`src/rtl/turn_timer_ctrl_if.sv`:
```
// Panel-side and display-side signals of the turn timer, bundled for the controller port.
// The panel drives the controls; the controller drives the digits, LEDs and status.
interface turn_timer_ctrl_if;
    logic       start;
    logic       pause;
    logic       end_turn;
    logic       abort;
    logic [1:0] dozens;
    logic [3:0] units;
    logic       player;
    logic       running;
    logic       timeout;
    logic [7:0] turn_count;

    modport master (
        output start, pause, end_turn, abort,
        input  dozens, units, player, running, timeout, turn_count
    );

    modport slave (
        input  start, pause, end_turn, abort,
        output dozens, units, player, running, timeout, turn_count
    );
endinterface

```
`src/rtl/turn_timer_ctrl.sv`:
```
// Two-player BCD turn countdown: 1 Hz prescaler, reload/count-down of dozens:units,
// player alternation and start/pause/end-turn/abort sequencing. All outputs registered.
module turn_timer_ctrl #(
    parameter int unsigned TICK_DIV    = 50_000_000,
    parameter int unsigned TURN_DOZENS = 3,
    parameter int unsigned TURN_UNITS  = 0
) (
    input  logic             clock,
    input  logic             reset,
    turn_timer_ctrl_if.slave bus
);
    localparam int unsigned PW = $clog2(TICK_DIV);
    localparam logic [PW-1:0] TickLast = PW'(TICK_DIV - 1);
    localparam logic [1:0] ReloadDozens = 2'(TURN_DOZENS);
    localparam logic [3:0] ReloadUnits  = 4'(TURN_UNITS);

    typedef enum logic [1:0] {StIdle, StRun, StPause, StSwitch} state_e;

    state_e        state_q;
    logic [PW-1:0] prescaler_q;
    logic          tick;
    logic          last_second;

    assign tick        = (prescaler_q == TickLast);
    assign last_second = (bus.dozens == 2'd0) && (bus.units == 4'd1);

    always_ff @(posedge clock) begin
        if (reset) begin
            state_q        <= StIdle;
            prescaler_q    <= '0;
            bus.dozens     <= ReloadDozens;
            bus.units      <= ReloadUnits;
            bus.player     <= 1'b0;
            bus.running    <= 1'b0;
            bus.timeout    <= 1'b0;
            bus.turn_count <= 8'd0;
        end else begin
            bus.timeout <= 1'b0;
            unique case (state_q)
                StIdle: begin
                    bus.dozens  <= ReloadDozens;
                    bus.units   <= ReloadUnits;
                    prescaler_q <= '0;
                    bus.player  <= 1'b0;
                    if (bus.start && !bus.abort) begin
                        state_q        <= StRun;
                        bus.running    <= 1'b1;
                        bus.turn_count <= 8'd0;
                    end
                end
                StRun, StPause: begin
                    if (bus.abort) begin
                        state_q     <= StIdle;
                        bus.running <= 1'b0;
                        prescaler_q <= '0;
                        bus.player  <= 1'b0;
                        bus.dozens  <= ReloadDozens;
                        bus.units   <= ReloadUnits;
                    end else if (bus.end_turn) begin
                        state_q     <= StSwitch;
                        bus.running <= 1'b0;
                    end else if (bus.pause) begin
                        state_q     <= StPause;
                        bus.running <= 1'b0;
                    end else if (state_q == StPause) begin
                        // Leaving pause costs no prescaler phase; counting resumes next edge.
                        state_q     <= StRun;
                        bus.running <= 1'b1;
                    end else if (tick) begin
                        prescaler_q <= '0;
                        if (bus.units != 4'd0) begin
                            bus.units <= bus.units - 4'd1;
                        end else if (bus.dozens != 2'd0) begin
                            bus.units  <= 4'd9;
                            bus.dozens <= bus.dozens - 2'd1;
                        end
                        if (last_second) begin
                            state_q     <= StSwitch;
                            bus.running <= 1'b0;
                            bus.timeout <= 1'b1;
                        end
                    end else begin
                        prescaler_q <= prescaler_q + 1'b1;
                    end
                end
                StSwitch: begin
                    prescaler_q <= '0;
                    bus.dozens  <= ReloadDozens;
                    bus.units   <= ReloadUnits;
                    if (bus.abort) begin
                        state_q    <= StIdle;
                        bus.player <= 1'b0;
                    end else begin
                        state_q     <= StRun;
                        bus.running <= 1'b1;
                        bus.player  <= ~bus.player;
                        if (bus.turn_count != 8'hFF) begin
                            bus.turn_count <= bus.turn_count + 8'd1;
                        end
                    end
                end
                default: begin
                    state_q     <= StIdle;
                    bus.running <= 1'b0;
                end
            endcase
        end
    end
endmodule

```
`src/flat_wrapper.sv`:
```
// flat-port wrapper written by rule: the top's interface ports become plain ports
module turn_timer_ctrl_flat 
#(
    parameter int unsigned TICK_DIV    = 50_000_000,
    parameter int unsigned TURN_DOZENS = 3,
    parameter int unsigned TURN_UNITS  = 0
)
  (clock, reset, bus_start, bus_pause, bus_end_turn, bus_abort, bus_dozens, bus_units, bus_player, bus_running, bus_timeout, bus_turn_count);
  turn_timer_ctrl_if bus_i ();
  input  logic clock;
  input  logic reset;
  input wire logic [$bits(bus_i.start)-1:0] bus_start;
  input wire logic [$bits(bus_i.pause)-1:0] bus_pause;
  input wire logic [$bits(bus_i.end_turn)-1:0] bus_end_turn;
  input wire logic [$bits(bus_i.abort)-1:0] bus_abort;
  output wire logic [$bits(bus_i.dozens)-1:0] bus_dozens;
  output wire logic [$bits(bus_i.units)-1:0] bus_units;
  output wire logic [$bits(bus_i.player)-1:0] bus_player;
  output wire logic [$bits(bus_i.running)-1:0] bus_running;
  output wire logic [$bits(bus_i.timeout)-1:0] bus_timeout;
  output wire logic [$bits(bus_i.turn_count)-1:0] bus_turn_count;
  assign bus_i.start = bus_start;
  assign bus_i.pause = bus_pause;
  assign bus_i.end_turn = bus_end_turn;
  assign bus_i.abort = bus_abort;
  assign bus_dozens = bus_i.dozens;
  assign bus_units = bus_i.units;
  assign bus_player = bus_i.player;
  assign bus_running = bus_i.running;
  assign bus_timeout = bus_i.timeout;
  assign bus_turn_count = bus_i.turn_count;
  turn_timer_ctrl #(.TICK_DIV(TICK_DIV), .TURN_DOZENS(TURN_DOZENS), .TURN_UNITS(TURN_UNITS)) u_core (.clock(clock), .reset(reset), .bus(bus_i));
endmodule
```
`config.mk`:
```
export PLATFORM = sky130hd
export DESIGN_NAME = turn_timer_ctrl_flat
export DESIGN_NICKNAME = d
export VERILOG_FILES = /design/src/rtl/turn_timer_ctrl_if.sv /design/src/rtl/turn_timer_ctrl.sv /design/src/flat_wrapper.sv
export SDC_FILE = /design/constraint.sdc
export NUM_CORES = 1
export LEC_CHECK = 0
export CORE_MARGIN = 4
export CORE_UTILIZATION = 55
export DETAILED_ROUTE_END_ITERATION = 6
export GPL_TIMING_DRIVEN = 1
export PLACE_DENSITY = 0.75
export SETUP_SLACK_MARGIN = 0.1
export SLEW_MARGIN = 20
export SYNTH_ARGS = -nofsm -noshare
export SYNTH_HDL_FRONTEND = slang
export SYNTH_SLANG_ARGS = --single-unit
export TNS_END_PERCENT = 1
```
`constraint.sdc`:
```
create_clock -name clock -period 2.55 [get_ports clock]
set_input_delay 0.51 -clock clock [delete_from_list [all_inputs] [get_ports clock]]
set_output_delay 0.51 -clock clock [all_outputs]
set_load 0.02 [all_outputs]
```
* Word-level counts from Yosys, hierarchy flattened *
Index checks and enable logic that the tools add are counted.

word-level totals
  register bits = 45
  latch bits = 0
  RAM bits = 0
  memory bits (read-only) = 0
  bits of input ports = 6
  word-level logic and storage cells = 99
  memories kept = 0

operators by class
  add/sub/neg operators = 4
  $mul = 0
  divide/modulo/power cells = 0
  order comparisons = 0
  equal/unequal tests = 19
  shift-type cells = 0
  mux-type cells = 48
  bitwise logic cells = 3
  reduce and logical (&&, ||, !) cells = 17

operator list
  operator                                                                number
  26-bit two-way mux                                                      5
  26-bit one-hot mux with 2 select lines                                  1
  2-bit two-way mux                                                       14
  4-bit two-way mux                                                       7
  26-bit by 1-bit adder with 26-bit output (second input constant)        1
  26-bit equality test (second input constant)                            1
  8-bit two-way mux                                                       3
  8-bit one-hot mux with 2 select lines                                   1
  1-bit two-way mux                                                       12
  3-bit != test (second input constant)                                   4
  6-bit by 4-bit != test with 1-bit output (second input constant)        2
  8-bit by 1-bit adder with 8-bit output (second input constant)          1
  8-bit != test (second input constant)                                   1
  4-bit one-hot mux with 2 select lines                                   1
  4-bit AND reduction                                                     2
  7-bit OR reduction                                                      1
  3-bit by 2-bit != test with 1-bit output (second input constant)        2
  1-bit one-hot mux with 3 select lines                                   2
  2-bit one-hot mux with 3 select lines                                   1
  3-bit AND reduction                                                     2
  6-bit AND reduction                                                     1
  5-bit AND reduction                                                     1
  2-bit equality test (second input constant)                             2
  4-bit by 1-bit equality test with 1-bit output (second input constant)  1
  other kinds (14)                                                        22

* Longest topological paths before layout *
Gate-level depths: netlist of the first run.

  depth after elaboration = 9
  gate-level depth with buffers = 10
  depth with buffers taken out = 7

* Least setup slack after synthesis of the first run *
No wires, ideal clock.

  path kind = register to register
  from = reg u_core.state_q[1]
  to = reg u_core.prescaler_q[3]
  library setup time = 0.088 ns
  arrival = 1.965 ns
  slack = 0.497 ns
  cell stages (with the launch flop) = 10
  buffers on the path = 2
  clock period less this slack = 2.053 ns
  cells stage by stage = dfxtp_1 > inv_1 > ha_1 > or3b_1 > buf_6 > nor2_4 > a21boi_4 > buf_6 > nor2_1 > a311oi_2

on the way
  longest elaborated chain between the ends = 4

ends and longest elaborated chain
  what                                                                                   line                                          source
  start, declared                                                                        turn_timer_ctrl.sv:19                         state_e state_q;
  start signal, assigned                                                                 turn_timer_ctrl.sv:29                         state_q <= StIdle;
  start signal, assigned                                                                 turn_timer_ctrl.sv:46                         state_q <= StRun;
  start signal, assigned                                                                 turn_timer_ctrl.sv:53                         state_q <= StIdle;
  2-bit by 1-bit equality test with 1-bit output or 2-bit equality test (tied branches)  turn_timer_ctrl.sv:39, turn_timer_ctrl.sv:65
  2-bit OR reduction                                                                     turn_timer_ctrl.sv:39                         unique case (state_q)
  3-bit != test (no source line)                                                         n/a
  3-bit AND reduction (no source line)                                                   n/a
  end signal, assigned                                                                   turn_timer_ctrl.sv:83                         prescaler_q <= prescaler_q + 1'b1;
  end, declared                                                                          turn_timer_ctrl.sv:20                         logic [PW-1:0] prescaler_q;

Several ways; a longest one is shown, not always the timed one.
A chain may end at the register's enable or synchronous reset.

* Final worst setup path of the first run *
  from = reg u_core.prescaler_q[0]
  to = reg u_core.prescaler_q[25]

on the way
  longest elaborated chain between the ends = 7

ends and longest elaborated chain
  what                                                                              line                                          source
  26-bit by 1-bit adder with 26-bit output or 26-bit equality test (tied branches)  turn_timer_ctrl.sv:83, turn_timer_ctrl.sv:24
  26-bit two-way mux (*)                                                            turn_timer_ctrl.sv:69                         end else if (tick) begin
  26-bit two-way mux (*)                                                            turn_timer_ctrl.sv:65                         end else if (state_q == StPause) begin
  26-bit two-way mux (*)                                                            turn_timer_ctrl.sv:62                         end else if (bus.pause) begin
  26-bit two-way mux (*)                                                            turn_timer_ctrl.sv:59                         end else if (bus.end_turn) begin
  26-bit two-way mux (*)                                                            turn_timer_ctrl.sv:52                         if (bus.abort) begin
  26-bit one-hot mux with 2 select lines (*)                                        turn_timer_ctrl.sv:39

Every way passes the cells marked *; elsewhere a longest branch is shown, timed or not. The select of a mux whose other input is x is not followed.

==> results of run 1 <==
## layer usage
metal | GRT usage | vias to the layer above | routed length [um]
li1 | - | 1152 | -
met2 | 0.323 | 61 | 2660
met3 | 0.0437 | 7 | 331
met1 | 0.281 | 1082 | 2780
met4 | 0.0743 | 0 | 81
met5 | 0 | - | 0
## worst reg2reg max path: stages, from the launching register on
cell,delay (ns)
dfxtp_1,0.45
ha_1,0.29
and3_1,0.23
and4_1,0.44
a21boi_4,0.10
buf_12,0.17
buf_4,0.14
and3_1,0.15
a221o_1,0.25
## worst max path at each step
stage                                       start                                   to  cells after the start
5_1_grt        u_core.prescaler_q[1]$_SDFFE_PP0P_  u_core.prescaler_q[23]$_SDFFE_PP0P_                      6
3_5_place_dp                            bus_abort  u_core.prescaler_q[20]$_SDFFE_PP0P_                      6
6_report       u_core.prescaler_q[0]$_SDFFE_PP0P_  u_core.prescaler_q[25]$_SDFFE_PP0P_                      8
3_3_place_gp                            bus_abort  u_core.prescaler_q[22]$_SDFFE_PP0P_                      7
2_1_floorplan      u_core.state_q[1]$_SDFFE_PP0P_   u_core.prescaler_q[3]$_SDFFE_PP0P_                      9
4_1_cts            u_core.state_q[1]$_SDFFE_PP0P_   u_core.prescaler_q[5]$_SDFFE_PP0P_                      7
## report_power, final
part	switching, mW	total [mW]	internal (mW)
Clock	0.235	0.451	0.215
Sequential	0.00600	0.716	0.710
Combinational	0.0820	0.150	0.0679
Total	0.323	1.32	0.993
## through the flow
step / hold WS (ns) / worst slack [ns] / instances
after floorplan: 0.432 / 0.497 / 290
after global placement: 0.449 / 0.144 / 368
after detailed placement: 0.454 / 0.117 / 368
after CTS: 0.473 / 0.245 / 375
after global routing: 0.515 / 0.136 / 376
final: 0.469 / 0.233 / 376
## sequential cells by signal (all words and copies together) (netlist names)
| name | flops |
|---|---|
| u_core.state_q | 2 |
| u_core.bus.units | 4 |
| u_core.bus.running | 1 |
| u_core.bus.dozens | 2 |
| u_core.bus.player | 1 |
| u_core.bus.timeout | 1 |
| u_core.bus.turn_count | 8 |
| u_core.prescaler_q | 26 |
## placed cells by master (no fill, tap or decap), types with 3 or more instances in the layout
| master | n |
|---|---|
| buf_4 | 14 |
| and3_1 | 10 |
| a21oi_1 | 16 |
| nand3_1 | 8 |
| clkdlybuf4s50_1 | 22 |
| xor2_1 | 9 |
| nand2b_1 | 3 |
| nor2_1 | 23 |
| nand4_1 | 12 |
| a31oi_1 | 14 |
| or3_1 | 3 |
| clkbuf_8 | 6 |
| nand2_1 | 16 |
| o21a_1 | 3 |
| mux2i_1 | 6 |
| a31o_2 | 3 |
| a41oi_1 | 3 |
| inv_1 | 14 |
| ha_1 | 10 |
| and2_1 | 6 |
| and4_1 | 14 |
| nor2b_1 | 3 |
| dfxtp_1 | 45 |
| o21ai_0 | 7 |
| a21o_1 | 5 |
| or2b_1 | 4 |
| nor3_1 | 10 |
| a211oi_1 | 3 |
## cell families after synthesis
kind of cell / synth area share
simple gates: 0.284
compound gates: 0.200
flops: 0.351
buf+inv: 0.0541
xor+xnor: 0.0376
fa+ha+maj: 0.0488
mux: 0.0234
## what timing repair did
action,in CTS,in global routing
setup endpoints to repair,0,5
buffers inserted,0,1
resized for setup,0,0
hold endpoints to repair,0,0
hold buffers,0,0
## cell type report
cell class / instances / area (um^2)
flip-flops and latches: 45 / 901
clock buffers: 7 / 86.3
well taps: 52 / 65.1
inverters: 14 / 52.6
multi-input cells: 221 / 1530
repair buffers: 37 / 345
fillers: 380 / 1470
==> impl_metrics.csv, run 1 <==
group,metric,value,unit
run_status,status,"finished, final reports clean",
final_layout,final_area,2980,um^2
sta,setup_viol,0,
detailed_routing,via_per_inst,6.12,
sta,fmax,432,MHz
placed_design,gp_congestion,0.902,
sta,hold_viol,0,
hold_path,hp-class,"reg -> reg",
synth,synth_common_cells,"45 x dfxtp_1, 23 x nor2_1, 16 x a21oi_1, 16 x nand2_1",
global_routing,antenna_found_initial,0,
setup_path,crit_type,"reg -> reg",
synth,synthTopCellsByArea,"dfxtp_1 35%, ha_1 4.9%, and4_1 4.8%",
synth,synth.avg_cell_area,8.84,um^2
run,drv_cap,0,
global_routing,grt_pass1_vias,2163,
setup_path,cp_common_cell,"and3_1",
floorplan,core,4440,um^2
sta,drv_slew,0,
detailed_routing,drt_pass1_iterations,4,
synth,synth_cell_type_count,56,
setup_path,worst-path-buf-inv,2,
setup_path,r2r_cells,8,
setup_path,crit_required,2.74,ns
clocking,cts_tree,"built",
detailed_routing,initialDrtViolationCount,194,
synth,synth_ff_type,"dfxtp_1",
power,peakVddDrop,0.000274,V
hold_path,hp-start,"u_core.prescaler_q[15]$_SDFFE_PP0P_",
clocking,insertion_delay,0.30,ns
final_layout,drive_above_1_share,0.114,
power,total_power,1.32,mW
sta,worst_slew_pin_slew,0.766,ns
setup_path,worst-endpoint-arrival,2.51,ns
sta,final.setup_skew,0.00473,ns
final_layout,antenna_cells,0,
synth,synthArstFlopShare,0,
setup_path,worstReg2RegEnd,"u_core.prescaler_q[25]$_SDFFE_PP0P_",
setup_path,cp_max_fo,16,
placed_design,place_area,2870,um^2
final_layout,area_growth_syn_to_layout,16.0,%
synth,synth.net_count,306,
floorplan,rows,24,
synth,synth.yosys.seq_area_share,0.351,
clocking,clkTransAtPathRegs,0.08,ns
setup_path,max_stage_delay,0.45,ns
detailed_routing,num_vias,2302,
sta,rsz0062_at_grt,"false",
clocking,h-tree-depth,2,
clocking,cts_buffers,5,
synth,synth_top_area_share,0.351,
floorplan,ioPinCount,23,
setup_path,regToRegStartpoint,"u_core.prescaler_q[0]$_SDFFE_PP0P_",
hold_path,holdPathEnd,"u_core.prescaler_q[15]$_SDFFE_PP0P_",
placed_design,hpwlAfterDp,4270,um
sta,tns,0,ns
detailed_routing,wl,5850,um
hold_path,min_path_cells,1,
floorplan,start_util,0.577,
setup_path,start_kind,"flip-flop",
sta,slew_headroom,0.484,
power,leakage,1.12,nW
floorplan,die_area,5820,um^2
sta,fin_crit_sh,0.909,
synth,synth_edf_count,0,
clocking,clockBufferDepth,2,
setup_path,end_kind,"flip-flop",
clocking,cts-root-buf,"clkbuf_8",
setup_path,crit_family,"simple AND/OR/NAND/NOR gates",
final_layout,nNetsFinal,340,
synth,yosysTopAreaCell,"dfxtp_1",
setup_path,reg2reg_slack,0.23,ns
global_routing,track_usage,0.207,
detailed_routing,wl_per_cell,15.6,um
global_routing,grt_overflow,0,
sta,min_period,2.32,ns
setup_path,cp_slowest_cell,"dfxtp_1",
setup_path,critical_path.cell_chain,"ha_1, and3_1, and4_1, a21boi_4, buf_12, buf_4, and3_1, a221o_1",
placed_design,port_buffers,22,
global_routing,grt_pass1_wl,9990,um
detailed_routing,route.detailed.drc,0,
synth,syn_inst,290,
floorplan,die_y,76.3,um
floorplan,fp.dieW,76.3,um
synth,synth_seq_cells,45,
global_routing,grt_max_degree,17,
clocking,clock-sinks,45,
synth,yosysMostFrequentCell,"dfxtp_1",
final_layout,final_core_util,0.669,
synth,syn_area,2560,um^2
synth,yosysWarnings,0,
detailed_routing,ant_nets,0,
power,powerDensity,442,nW/um^2
Power figures use the tool's default switching activity.
==> run 2, diff against run 1 <==
--- a/config.mk
+++ b/config.mk
@@ -6,10 +6,11 @@
 export NUM_CORES = 1
 export LEC_CHECK = 0
 export CORE_MARGIN = 4
-export CORE_UTILIZATION = 55
+export CORE_UTILIZATION = 52
+export CTS_CLUSTER_DIAMETER = 120
 export DETAILED_ROUTE_END_ITERATION = 6
 export GPL_TIMING_DRIVEN = 1
-export PLACE_DENSITY = 0.75
+export PLACE_DENSITY = 0.74
 export SETUP_SLACK_MARGIN = 0.1
 export SLEW_MARGIN = 20
 export SYNTH_ARGS = -nofsm -noshare
==> constraint.sdc (replaced) <==
create_clock -name clock -period 2 [get_ports clock]
set_input_delay 0.4 -clock clock [delete_from_list [all_inputs] [get_ports clock]]
set_output_delay 0.4 -clock clock [all_outputs]
set_load 0.02 [all_outputs]
==> run 2 against run 1 <==
- cell count is 13% higher
- routed wire length is 8.6% higher
- count of clock-buffer cells in the layout is 2 lower
- combinational power is 67% higher
- die area is 5.2% higher
- via count is 5.4% higher
- critical endpoint is now u_core.prescaler_q[23]$_SDFFE_PP0P_
==> impl_metrics.csv, run 2 (synthesized netlist as in run 1, its figures left out) <==
group,metric,value,unit
final_layout,largestRegisters,"u_core.prescaler_q x26, u_core.bus.turn_count x8, u_core.bus.units x4",
power,p_sw_frac,0.228,
floorplan,die_area,6120,um^2
setup_path,cp-startpoint,"u_core.state_q[0]$_SDFFE_PP0P_",
run_status,status,"finished, final reports clean",
detailed_routing,wl,6360,um
floorplan,ioPinCount,23,
floorplan,die_y,78.2,um
power,switching_power,452,uW
setup_path,start_kind,"flip-flop",
hold_path,holdPathEnd,"u_core.prescaler_q[20]$_SDFFE_PP0P_",
detailed_routing,via_per_inst,5.71,
floorplan,start_util,0.539,
setup_path,worst-path-buf-inv,3,
power,p_comb_frac,0.126,
sta,setup_viol,0,
floorplan,core,4750,um^2
detailed_routing,wl_per_cell,15.0,um
placed_design,place_area,3200,um^2
final_layout,nNetsFinal,373,
placed_design,gp_congestion,0.878,
placed_design,port_buffers,22,
power,powerDensity,580,nW/um^2
sta,worst_slew_pin_slew,0.386,ns
floorplan,rows,25,
setup_path,crit_required,2.23,ns
setup_path,r2r_cells,9,
final_layout,regMostFlops,"u_core.prescaler_q",
setup_path,end_kind,"flip-flop",
power,total_power,1.98,mW
detailed_routing,drt_pass1_iterations,4,
detailed_routing,initialDrtViolationCount,130,
sta,rsz0062_at_grt,"true",
final_layout,layout_common_cells,"44 x buf_4, 43 x dfxtp_1, 22 x clkdlybuf4s50_1, 21 x nor2_1",
global_routing,grt_overflow,0,
placed_design,hpwlAfterDp,4650,um
power,power.share.clock,0.413,
setup_path,max_stage_delay,0.40,ns
run,drv_cap,0,
sta,whs,0.500,ns
hold_path,hp-class,"reg -> reg",
global_routing,grt_pass1_vias,2372,
setup_path,regToRegStartpoint,"u_core.state_q[0]$_SDFFE_PP0P_",
clocking,clkTransAtPathRegs,0.09,ns
clocking,clockBufferDepth,2,
sta,fmax,507,MHz
global_routing,antenna_found_initial,0,
detailed_routing,num_vias,2427,
global_routing,grt_max_degree,15,
power,peakVddDrop,0.000366,V
clocking,cts_tree,"built",
clocking,cts_buffers,5,
clocking,h-tree-depth,2,
setup_path,crit_type,"reg -> reg",
floorplan,fp.dieW,78.2,um
sta,final.setup_skew,0.00641,ns
final_layout,final_common_cell,"buf_4",
setup_path,worstReg2RegEnd,"u_core.prescaler_q[23]$_SDFFE_PP0P_",
setup_path,cp_max_fo,10,
setup_path,cp_slowest_cell,"or3b_4",
final_layout,largest_reg_flops,26,
sta,drv_slew,0,
final_layout,drive_above_1_share,0.251,
hold_path,hp-start,"u_core.prescaler_q[20]$_SDFFE_PP0P_",
setup_path,critical_path.cell_chain,"inv_2, ha_4, or3b_4, nor2_4, a21boi_4, buf_12, buf_4, a41oi_2, a31oi_1",
global_routing,track_usage,0.219,
clocking,cts-root-buf,"clkbuf_8",
setup_path,worst-endpoint-arrival,2.20,ns
clocking,insertion_delay,0.31,ns
final_layout,area_growth_syn_to_layout,33.4,%
detailed_routing,ant_nets,0,
clocking,clock-sinks,45,
power,leakage,1.33,nW
sta,fin_crit_sh,0.986,
power,seqPwrFrac,0.460,
final_layout,final_area,3420,um^2
global_routing,grt_pass1_wl,10700,um
sta,min_period,1.97,ns
hold_path,min_path_cells,1,
setup_path,crit_family,"simple AND/OR/NAND/NOR gates",
power,internal_power,1.53,mW
sta,slew_headroom,0.740,
sta,hold_viol,0,
final_layout,antenna_cells,0,
setup_path,reg2reg_slack,0.03,ns
detailed_routing,route.detailed.drc,0,
[run 2: routing by layer]
layer  wire length (um)  share of wire  GRT usage  vias up
met4                145          0.023      0.108        0
met3                152          0.024     0.0436       14
met2               3160           0.50      0.365       42
met5                  0              0          0        -
li1                   -              -          -     1223
met1               2900           0.46      0.268     1148
[run 2: worst register-to-register path: stages, from the launching register on]
cell	delay, ns
dfxtp_2	0.35
inv_2	0.06
ha_4	0.26
or3b_4	0.40
nor2_4	0.09
a21boi_4	0.19
buf_12	0.14
buf_4	0.11
a41oi_2	0.11
a31oi_1	0.17
[run 2: stage by stage]
stage	worst slack [ns]	setup TNS, ns	util	instances
floorplan	0.0703	0	-	290
global placement	-0.187	-2.67	0.672	415
detailed placement	-0.232	-3.31	0.672	415
CTS	0.0394	0	0.707	425
global route	-0.0306	-0.178	0.719	425
finish	0.0271	0	0.719	425
[run 2: area by class of cell]
cell class	count	area, um^2
inverters	14	52.6
repair buffers	70	631
clock inverters	3	65.1
well taps	67	83.8
flip-flops and latches	45	903
fillers	378	1330
multi-input cells	221	1620
clock buffers	5	68.8
[run 2: power by group through the flow]
stage | Sequential (mW) | Combinational (mW) | Clock (mW)
6_report | 0.913 | 0.251 | 0.820
2_1_floorplan | 0.941 | 0.127 | 0
3_5_place_dp | 0.934 | 0.232 | 0
5_1_grt | 0.915 | 0.274 | 0.875
3_3_place_gp | 0.934 | 0.228 | 0
4_1_cts | 0.913 | 0.241 | 0.849
[run 2: what timing repair did]
action	4_1_cts	5_1_grt
setup buffers	2	0
pin swaps	0	11
resized for setup	3	16
endpoints found under the setup margin	20	30
hold buffers	0	0
[run 2: worst max path at each step]
stage | to | slack, ns | cells after the start
after floorplan | u_core.prescaler_q[5]$_SDFFE_PP0P_ | 0.07 | 10
after global placement | u_core.bus.dozens[1]$_SDFFE_PP1P_ | -0.19 | 6
after detailed placement | u_core.bus.dozens[1]$_SDFFE_PP1P_ | -0.23 | 6
after CTS | u_core.prescaler_q[5]$_SDFFE_PP0P_ | 0.04 | 8
after global routing | u_core.prescaler_q[20]$_SDFFE_PP0P_ | -0.03 | 8
final | u_core.prescaler_q[23]$_SDFFE_PP0P_ | 0.03 | 9
